File: src/rtl/uart_link.sv
// uart_link: full-duplex 8N1 serial link. The transmit side streams the command
// byte back-to-back with a fixed idle gap between frames; the receive side
// decodes reply frames from the car simulator into the detector byte.
module uart_link #(
    parameter int CLK_FREQ = 100_000_000,
    parameter int BAUD     = 9600,
    parameter int GAP_BITS = 2
) (
    input  logic       clk,
    input  logic       rst,
    input  logic [7:0] data_in,
    input  logic       rxd,
    output logic       txd,
    output logic [7:0] data_rec,
    output logic       rx_valid,
    output logic       frame_err,
    output logic       tx_busy
);

    // Clocks per bit; must be at least 4 so the half-bit sample point is meaningful.
    localparam int DIV      = CLK_FREQ / BAUD;
    // One counter width serves both bit timing and the inter-frame gap.
    localparam int CNT_SPAN = (GAP_BITS > 1) ? GAP_BITS * DIV : DIV;
    localparam int CNT_W    = $clog2(CNT_SPAN);

    localparam logic [CNT_W-1:0] BIT_LAST  = CNT_W'(DIV - 1);
    localparam logic [CNT_W-1:0] HALF_LAST = CNT_W'(DIV / 2 - 1);
    localparam logic [CNT_W-1:0] GAP_LAST  = CNT_W'((GAP_BITS > 0) ? GAP_BITS * DIV - 1 : 0);

    typedef enum logic [2:0] {
        TX_IDLE,
        TX_START,
        TX_DATA,
        TX_STOP,
        TX_GAP
    } tx_state_t;

    typedef enum logic [2:0] {
        RX_IDLE,
        RX_START,
        RX_DATA,
        RX_STOP,
        RX_WAIT_HIGH
    } rx_state_t;

    // ---------------------------------------------------------------------
    // Transmit side
    // ---------------------------------------------------------------------
    tx_state_t        tx_state;
    tx_state_t        tx_next;
    logic [CNT_W-1:0] tx_cnt;
    logic [2:0]       tx_idx;
    logic [7:0]       tx_shift;
    logic             tx_load;
    logic             tx_shift_en;
    logic             tx_bit;
    logic             tx_restart;

    // TX next-state and line level: the command byte is only captured at frame start.
    always_comb begin
        tx_next     = tx_state;
        tx_load     = 1'b0;
        tx_shift_en = 1'b0;
        tx_bit      = 1'b1;
        case (tx_state)
            TX_IDLE: begin
                tx_load = 1'b1;
                tx_next = TX_START;
            end
            TX_START: begin
                tx_bit = 1'b0;
                if (tx_cnt == BIT_LAST) begin
                    tx_next = TX_DATA;
                end
            end
            TX_DATA: begin
                tx_bit = tx_shift[0];
                if (tx_cnt == BIT_LAST) begin
                    tx_shift_en = 1'b1;
                    if (tx_idx == 3'd7) begin
                        tx_next = TX_STOP;
                    end
                end
            end
            TX_STOP: begin
                if (tx_cnt == BIT_LAST) begin
                    if (GAP_BITS == 0) begin
                        tx_load = 1'b1;
                        tx_next = TX_START;
                    end else begin
                        tx_next = TX_GAP;
                    end
                end
            end
            TX_GAP: begin
                if (tx_cnt == GAP_LAST) begin
                    tx_load = 1'b1;
                    tx_next = TX_START;
                end
            end
            default: tx_next = TX_IDLE;
        endcase
    end

    // The bit-time counter restarts on every state change and on every data bit boundary.
    assign tx_restart = (tx_next != tx_state) || tx_shift_en;

    // TX state, counters, shift register and the registered line outputs.
    always_ff @(posedge clk) begin
        if (!rst) begin
            tx_state <= TX_IDLE;
            tx_cnt   <= '0;
            tx_idx   <= '0;
            tx_shift <= '0;
            txd      <= 1'b1;
            tx_busy  <= 1'b0;
        end else begin
            tx_state <= tx_next;
            tx_cnt   <= tx_restart ? '0 : tx_cnt + 1'b1;
            if (tx_load) begin
                tx_shift <= data_in;
                tx_idx   <= '0;
            end else if (tx_shift_en) begin
                tx_shift <= {1'b0, tx_shift[7:1]};
                tx_idx   <= (tx_idx == 3'd7) ? 3'd0 : tx_idx + 3'd1;
            end
            txd     <= tx_bit;
            tx_busy <= (tx_state == TX_START) || (tx_state == TX_DATA) ||
                       (tx_state == TX_STOP);
        end
    end

    // ---------------------------------------------------------------------
    // Receive side
    // ---------------------------------------------------------------------
    logic             sync_p0;
    logic             rs;
    rx_state_t        rx_state;
    rx_state_t        rx_next;
    logic [CNT_W-1:0] rx_cnt;
    logic [2:0]       rx_idx;
    logic [7:0]       rx_shift;
    logic             rx_take;
    logic             rx_done;
    logic             rx_bad;
    logic             rx_restart;
    logic             rx_hold;

    // Two-flop synchronizer for the asynchronous serial input; idles high.
    always_ff @(posedge clk) begin
        if (!rst) begin
            sync_p0 <= 1'b1;
            rs      <= 1'b1;
        end else begin
            sync_p0 <= rxd;
            rs      <= sync_p0;
        end
    end

    // RX next-state: start bit verified at mid-bit, data and stop sampled one bit-time apart.
    always_comb begin
        rx_next = rx_state;
        rx_take = 1'b0;
        rx_done = 1'b0;
        rx_bad  = 1'b0;
        case (rx_state)
            RX_IDLE: begin
                if (!rs) begin
                    rx_next = RX_START;
                end
            end
            RX_START: begin
                if (rx_cnt == HALF_LAST) begin
                    rx_next = rs ? RX_IDLE : RX_DATA;
                end
            end
            RX_DATA: begin
                if (rx_cnt == BIT_LAST) begin
                    rx_take = 1'b1;
                    if (rx_idx == 3'd7) begin
                        rx_next = RX_STOP;
                    end
                end
            end
            RX_STOP: begin
                if (rx_cnt == BIT_LAST) begin
                    if (rs) begin
                        rx_done = 1'b1;
                        rx_next = RX_IDLE;
                    end else begin
                        rx_bad  = 1'b1;
                        rx_next = RX_WAIT_HIGH;
                    end
                end
            end
            RX_WAIT_HIGH: begin
                // A held-low line must return high before a new start bit counts.
                if (rs) begin
                    rx_next = RX_IDLE;
                end
            end
            default: rx_next = RX_IDLE;
        endcase
    end

    // Counter is parked at zero while waiting on the line so it can never wrap.
    assign rx_hold    = (rx_state == RX_IDLE) || (rx_state == RX_WAIT_HIGH);
    assign rx_restart = (rx_next != rx_state) || rx_take || rx_hold;

    // RX state, counters, shift register, received byte and status pulses.
    always_ff @(posedge clk) begin
        if (!rst) begin
            rx_state  <= RX_IDLE;
            rx_cnt    <= '0;
            rx_idx    <= '0;
            rx_shift  <= '0;
            data_rec  <= '0;
            rx_valid  <= 1'b0;
            frame_err <= 1'b0;
        end else begin
            rx_state <= rx_next;
            rx_cnt   <= rx_restart ? '0 : rx_cnt + 1'b1;
            if (rx_state == RX_IDLE) begin
                rx_idx <= '0;
            end else if (rx_take) begin
                rx_idx <= (rx_idx == 3'd7) ? 3'd0 : rx_idx + 3'd1;
            end
            if (rx_take) begin
                rx_shift <= {rs, rx_shift[7:1]};
            end
            if (rx_done) begin
                data_rec <= rx_shift;
            end
            rx_valid  <= rx_done;
            frame_err <= rx_bad;
        end
    end

endmodule
File: config.mk
export PLATFORM = sky130hd
export DESIGN_NAME = uart_link
export DESIGN_NICKNAME = d
export VERILOG_FILES = /design/src/rtl/uart_link.sv
export SDC_FILE = /design/constraint.sdc
export NUM_CORES = 1
export LEC_CHECK = 0
export ABC_AREA = 1
export CAP_MARGIN = 5
export CORE_MARGIN = 2
export CORE_UTILIZATION = 59
export DETAILED_ROUTE_END_ITERATION = 16
export PLACE_DENSITY = 0.87
export SYNTH_ARGS = -nofsm -noshare
export SYNTH_HDL_FRONTEND = slang
export SYNTH_SLANG_ARGS = --single-unit
File: constraint.sdc
create_clock -name clk -period 2.3 [get_ports clk]
set_input_delay 0.69 -clock clk [delete_from_list [all_inputs] [get_ports clk]]
set_output_delay 0.69 -clock clk [all_outputs]
set_load 0.02 [all_outputs]
==> parameters.txt, run 1 <==
Parameter                              Value

Critical path
  CP max FO ... 17
  Crit path largest cell delay ... 350 ps
  Type of origin of the critical path ... flip-flop
  Chain of cells forming the critical path ... ha_1 > nand3_2 > nor2_1 > nand2_1 > nand2_4 > nand2_4 > nand3_1 > nand2_1 > nand2_2 > nor3_1
  Total buffers and inverters traversed by the critical path ... 0
  Required time at the endpoint of the critical path ... 2520 ps
  Cell family contributing the most delay on the critical path ... simple AND/OR/NAND/NOR gates
  Crit path DAT ... 2210 ps
  Type of element capturing the critical path ... flip-flop
  Crit path max-delay cell type ... dfxtp_1
  Worst Path Class, Setup ... flip-flop to flip-flop

Floorplan
  Area of the die ... 6760 sq um
  Row Count ... 28
  I/O pins ... 23
  Y dimension of the die ... 82.2 um
  Starting utilization of the core area ... 60.9%
  Core Box Area ... 5920 sq um
  Die width ... 82.2 um

Finish
  Number of antenna diodes ... 0
  Most common cell after layout, fill and taps aside ... nor2_1
  Finished Core Util ... 67.9%
  Most frequent cells in the layout ... nor2_1 (81), dfxtp_1 (72), nand2_1 (57)
  Layout overhead on the synthesized area ... 11.5%
  Number of nets in the layout ... 510
  Fraction of final layout cells with drive strength greater than 1 ... 13.9%

Synth
  Yosys top cell area share ... 40.0%
  Synth cell types ... 38
  Share of the yosys chip area belonging to registers ... 40.0%
  Cell type contributing the most total cell area after synthesis ... dfxtp_1
  Yosys warning total ... 0
  Post-synth EDFFs ... 0
  Net Count, Synth ... 484
  Top FF cell, synth ... dfxtp_1
  Summed instance area of the synthesized netlist ... 3610 sq um
  Number of flip-flops and latches in the synthesized netlist ... 72
  Syn Area/Cell ... 7.72 sq um
  Fraction of registers with async set/reset ... 0%
  Post-synthesis instance total ... 467
  Largest cells by area after synthesis ... dfxtp_1 (40%), nor2_1 (8.4%), nor3_2 (6.1%)

Global routing
  Remaining global-route overflow ... 0
  Largest net degree at the start of global routing ... 24
  Global-route wire length before repair ... 12100 um
  Antenna violations before repair ... 0
  Overall global routing resource usage ... 23.0%
  Vias in the first global route ... 2791

Drt
  DR pass1 iterations ... 4
  Total detailed-routing wirelength ... 7340 um
  Post-route antenna net violation count ... 0
  Count of unresolved DRC violations after routing ... 0
  Routed length per instance ... 12.8 um
  Number of vias after detailed routing ... 3081
  Vias/cell ... 5.40
  Initial DRC count ... 126

Pwr
  Clock group share of total power ... 37.3%
  Net switching power ... 547 uW
  Combinational share of power ... 6.1%
  Peak supply drop ... 513 uV
  PD cells ... 564 nW/um^2
  Share of total power in sequential cells ... 56.5%
  Design internal power ... 1720 uW
  Reported leakage power ... 0.00148 uW
  Switching power share of the total ... 24.1%

CTS
  Post-CTS Repair Setup Buffers ... 0
  Hold-fix buffer count after cts ... 0
  TritonCTS clock tree ... built
  Clock transition at path regs ... 70 ps
  H-tree level count ... 3
  Number of buffers on the longest clock path ... 2
  Clock insertion delay at the later pin of the skew report ... 350 ps
  Clock buffers created by TritonCTS ... 9
  Clock Root Buffer ... clkbuf_8
  Sink count of the clock tree ... 72
  Cts repair resizes ... 0

Job
  Count of max-cap constraint violations ... 0

STA
  Final worst clock skew ... 7.80 ps
  Actual transition at the worst max-transition pin ... 502 ps
  Minimum hold slack ... 434 ps
  Max-slew headroom ... 66.3%
  Minimum clock period after layout ... 1990 ps
  Endpoints failing hold ... 0
  Slew Limit Fails ... 0
  Unrepaired setup endpoints after global routing ... false
  Final-layout setup total negative slack ... 0 ps
  Final setup fails ... 0
  Fmax achieved ... 503 MHz
  Post-route clock period utilization ... 86.5%

Outcome
  Run status ... finished, final reports clean

Hold path
  Tightest Hold Check Type ... flip-flop to flip-flop

Place
  Detailed placer's ending HPWL ... 5230 um
  Final weighted congestion in routability-driven placement ... 0.901
  Count of input and output buffers ... 22
-- power groups by stage --
| stage | Clock (uW) | Combinational [uW] | Sequential, uW |
|---|---|---|---|
| final | 847 | 139 | 1280 |
| after global routing | 900 | 153 | 1280 |
| after CTS | 854 | 139 | 1280 |
| after detailed placement | 0 | 139 | 1310 |
| after global placement | 0 | 133 | 1310 |
| after floorplan | 0 | 102 | 1310 |
-- path summary, 6_finish.rpt --
path / from / end / slack (ps) / cells past startpoint
setup / recovery: tx_cnt[0] / tx_cnt[3] / 310 / 10
hold / removal: sync_p0 / rs / 430 / 1
setup reg to reg: tx_cnt[0] / tx_cnt[3] / 310 / 10
hold reg to reg: sync_p0 / rs / 430 / 1
-- cell usage after synthesis, types with 3 or more instances --
| master | n |
|---|---|
| buf_2 | 3 |
| nor2_1 | 81 |
| nand4_1 | 12 |
| inv_2 | 3 |
| nor3_1 | 18 |
| xnor2_1 | 5 |
| nand3_1 | 34 |
| ha_1 | 6 |
| inv_1 | 49 |
| buf_6 | 4 |
| nand2_1 | 57 |
| xor2_1 | 20 |
| a21oi_1 | 10 |
| o21ai_0 | 29 |
| nand2_2 | 4 |
| nor3_2 | 22 |
| nor2_2 | 8 |
| dfxtp_1 | 72 |
| nand2_4 | 3 |
| nand3_2 | 4 |
-- metrics by stage --
| step | worst slack [ps] | instance area, sq um | cells | power (uW) |
|---|---|---|---|---|
| after floorplan | 691 | 3610 | 467 | 1410 |
| after global placement | 195 | 3860 | 557 | 1440 |
| after detailed placement | 144 | 3860 | 557 | 1450 |
| after CTS | 298 | 4020 | 571 | 2280 |
| after global routing | 158 | 4020 | 571 | 2340 |
| final | 311 | 4020 | 571 | 2270 |
-- state kept, by name, summed over array words and instances, names as in the netlist --
register / cells
rx_cnt: 15
tx_cnt: 15
data_rec: 8
rx_shift: 8
tx_shift: 8
rx_idx: 3
rx_state: 3
tx_idx: 3
tx_state: 3
frame_err: 1
rs: 1
rx_valid: 1
sync_p0: 1
tx_busy: 1
txd: 1
-- logic make-up after synthesis --
kind of cell    share of synthesized area [%]
buf+inv                                  8.08
compound gates                           7.49
simple gates                             36.3
flops                                    40.0
fa+ha+maj                                2.08
xor+xnor                                 6.07
-- cell type report --
| cell class | count | area, sq um |
|---|---|---|
| fillers | 486 | 1900 |
| multi-input cells | 331 | 1870 |
| flip-flops and latches | 72 | 1440 |
| repair buffers | 27 | 258 |
| inverters | 52 | 195 |
| clock buffers | 10 | 138 |
| well taps | 75 | 93.8 |
| clock inverters | 4 | 22.5 |
-- layer usage --
| layer | GRT usage, % | wire, um | vias to the layer above |
|---|---|---|---|
| li1 | - | - | 1573 |
| met4 | 9.17 | 147 | 0 |
| met3 | 6.41 | 313 | 16 |
| met1 | 26.7 | 3240 | 1430 |
| met2 | 39.9 | 3630 | 62 |
| met5 | 0 | 0 | - |
No activity file was read; power rests on OpenSTA's default activity.
==> run 2: changes to the inputs <==
--- a/config.mk
+++ b/config.mk
@@ -6,6 +6,7 @@
 export NUM_CORES = 1
 export LEC_CHECK = 0
 export ABC_AREA = 1
+export ABC_CLOCK_PERIOD_IN_PS = 2300
 export CAP_MARGIN = 5
 export CORE_MARGIN = 2
 export CORE_UTILIZATION = 59
==> results of run 2 <==
Final layout, timing and power as in run 1 (identical DEF).
==> run 3: changes to the inputs <==
--- a/config.mk
+++ b/config.mk
@@ -8,6 +8,7 @@
 export ABC_AREA = 1
 export ABC_CLOCK_PERIOD_IN_PS = 2300
 export CAP_MARGIN = 5
+export CORE_ASPECT_RATIO = 1.25
 export CORE_MARGIN = 2
 export CORE_UTILIZATION = 59
 export DETAILED_ROUTE_END_ITERATION = 16
==> run 3 against run 2 <==
Die area about the same; clock-buffer cell count stayed put; sequential cell count did not move; worst setup slack got worse by 60 ps; sequential share of layout area fell by 0.32 points; critical endpoint is now tx_cnt[4]; register-to-register slack got worse by 60 ps; final area grew 0.90%; clock power up 17%; clock skew rose by 0.94 ps; fmax shrank 2.9%; first-iteration DRC count up 7.1%; via count about the same.
==> parameters.txt, run 3 (synthesis results as in run 1) <==
Parameter                              Value

Outcome
  Run status ... finished, final reports clean

STA
  Minimum clock period after layout ... 2050 ps (+59.7 ps)
  Unrepaired setup endpoints after global routing ... false
  Final setup fails ... 0 (unchanged)
  Endpoints failing hold ... 0 (unchanged)
  Smallest setup slack after layout ... 251 ps (-59.7 ps)
  Final-layout setup total negative slack ... 0 ps (unchanged)
  Fmax achieved ... 488 MHz (-2.9%)
  Post-route clock period utilization ... 89.1% (+2.6 points)
  Max-slew headroom ... 70.0% (+3.7 points)
  Final worst clock skew ... 8.74 ps (+0.941 ps)
  Slew Limit Fails ... 0 (unchanged)
  Actual transition at the worst max-transition pin ... 447 ps (-54.6 ps)

Floorplan
  Core Box Area ... 5860 sq um (-1.1%)
  Area of the die ... 6760 sq um (about the same)
  Starting utilization of the core area ... 61.6% (+0.66 points)
  Row Count ... 31 (+11%)
  Die width ... 73.9 um (-10%)
  Y dimension of the die ... 91.4 um (+11%)
  I/O pins ... 23 (unchanged)

Finish
  Most frequent cells in the layout ... nor2_1 (81), dfxtp_1 (72), nand2_1 (57)
  Sequential cell area ... 1440 sq um (unchanged)
  Multi-input combinational cell area ... 1870 sq um (unchanged)
  Number of nets in the layout ... 509 (-0.20%)
  Leading registers by flop count ... rx_cnt x15, tx_cnt x15
  Layout fillers ... 453 (-6.8%)
  Number of antenna diodes ... 0 (unchanged)
  Fraction of final layout cells with drive strength greater than 1 ... 13.9% (-0.028 points)
  Most common cell after layout, fill and taps aside ... nor2_1
  Layout overhead on the synthesized area ... 12.5%

Global routing
  Largest net degree at the start of global routing ... 23 (-4.2%)
  Antenna violations before repair ... 0 (unchanged)
  Overall global routing resource usage ... 22.6% (-0.39 points)
  Global-route wire length before repair ... 12100 um (+0.57%)
  Vias in the first global route ... 2842 (+1.8%)
  Remaining global-route overflow ... 0 (unchanged)

Pwr
  Design internal power ... 1820 uW (+5.9%)
  Share of total power in sequential cells ... 53.1% (-3.4 points)
  Switching power share of the total ... 24.3% (+0.21 points)
  Combinational share of power ... 5.7% (-0.4 points)
  PD cells ... 594 nW/um^2 (+5.3%)
  Clock group share of total power ... 41.2% (+3.9 points)
  Net switching power ... 585 uW (+7.1%)
  Reported leakage power ... 0.00149 uW (+0.32%)
  Post-layout power ... 2410 uW (+6.2%)
  Peak supply drop ... 406 uV (-21%)

Drt
  Post-route antenna net violation count ... 0 (unchanged)
  Count of unresolved DRC violations after routing ... 0 (unchanged)
  DR pass1 iterations ... 5 (+1)
  Total detailed-routing wirelength ... 7020 um (-4.3%)
  Initial DRC count ... 135 (+7.1%)
  Routed length per instance ... 12.1 um (-5.6%)
  Vias/cell ... 5.32 (-1.4%)
  Number of vias after detailed routing ... 3079 (-0.065%)

CTS
  Clock transition at path regs ... 80 ps (about the same)
  Clock buffers created by TritonCTS ... 9 (unchanged)
  Clock insertion delay at the later pin of the skew report ... 350 ps (about the same)
  Hold-fix buffer count after cts ... 0 (unchanged)
  Number of buffers on the longest clock path ... 2 (unchanged)
  H-tree level count ... 3 (unchanged)
  Clock Root Buffer ... clkbuf_8
  TritonCTS clock tree ... built
  Sink count of the clock tree ... 72 (unchanged)
  Cts repair resizes ... 0 (unchanged)
  Post-CTS Repair Setup Buffers ... 0 (unchanged)

Critical path
  Type of origin of the critical path ... flip-flop
  Chain of cells forming the critical path ... ha_1 > nand3_2 > nor2_1 > nand2_1 > nand2_4 > nand2_4 > nand4_1 > nand2_2 > nor3_1
  Crit path largest cell delay ... 350 ps (about the same)
  Crit path max-delay cell type ... dfxtp_1
  Crit path DAT ... 2310 ps (+100 ps)
  Worst Path Class, Setup ... flip-flop to flip-flop
  Cell mode on critical path ... nand2_4
  CP max FO ... 17 (unchanged)
  Type of element capturing the critical path ... flip-flop
  Required time at the endpoint of the critical path ... 2560 ps (+40 ps)

Place
  Detailed placer's ending HPWL ... 4990 um (-4.7%)
  Final weighted congestion in routability-driven placement ... 0.899 (-0.24%)
  Worst setup timing slack at the placement stage ... 137 ps (-6.31 ps)
  Count of input and output buffers ... 22 (unchanged)

Hold path
  Tightest Hold Check Type ... flip-flop to flip-flop

Job
  Count of max-cap constraint violations ... 0 (unchanged)
==> run 3: changes by cell type in the layout (fill, tap and decap cells not counted), sizes merged <==
cell | previous run | this run
buf | 5 | 4
clkinvlp | 1 | 2
inv | 52 | 54
clkinv | 3 | 1
bufinv | 0 | 1
==> run 3: metal layers <==
layer	vias up	wire, um	share of wire [%]	track usage [%]
li1	1583	-	-	-
met2	51	3670	52	39.1
met5	-	0	0	0
met3	12	230	3.3	5.88
met4	0	136	1.9	8.94
met1	1433	2990	43	25.9
==> run 3: layout make-up <==
class	count	share of cell area, %
Clock buffer	10	3.14
Clock inverter	6	1.66
Inverter	52	4.81
Multi-Input combinational cell	331	46.2
Sequential cell	72	35.5
Tap cell	82	2.53
Timing Repair Buffer	26	6.17
==> run 3: worst paths after layout <==
kind	end	cells past startpoint	slack, ps	from
max	tx_cnt[4]	9	250	tx_cnt[0]
min	rs	1	420	sync_p0
max reg2reg	tx_cnt[4]	9	250	tx_cnt[0]
min reg2reg	rs	1	420	sync_p0
==> run 3: power groups by stage <==
stage	clock [uW]	combinational (uW)	sequential [uW]
6_report	992	137	1280
5_1_grt	1070	151	1280
4_1_cts	1010	138	1280
3_5_place_dp	0	135	1310
3_3_place_gp	0	131	1310
2_1_floorplan	0	102	1310
==> run 3: metrics by stage <==
stage          hold slack, ps  utilization (%)  area [sq um]  instances
2_1_floorplan             393                -          3610        467
3_3_place_gp              404             66.0          3860        563
3_5_place_dp              406             66.0          3860        563
4_1_cts                   426             69.3          4060        579
5_1_grt                   440             69.3          4060        579
6_report                  421             69.3          4060        579
==> run 3: critical path, delay by kind of cell, from the launching register on <==
| kind | cells | cell delay, ps |
|---|---|---|
| adders and majority gates | 1 | 230 |
| and+or+nand+nor | 8 | 1380 |
| DFF | 1 | 350 |
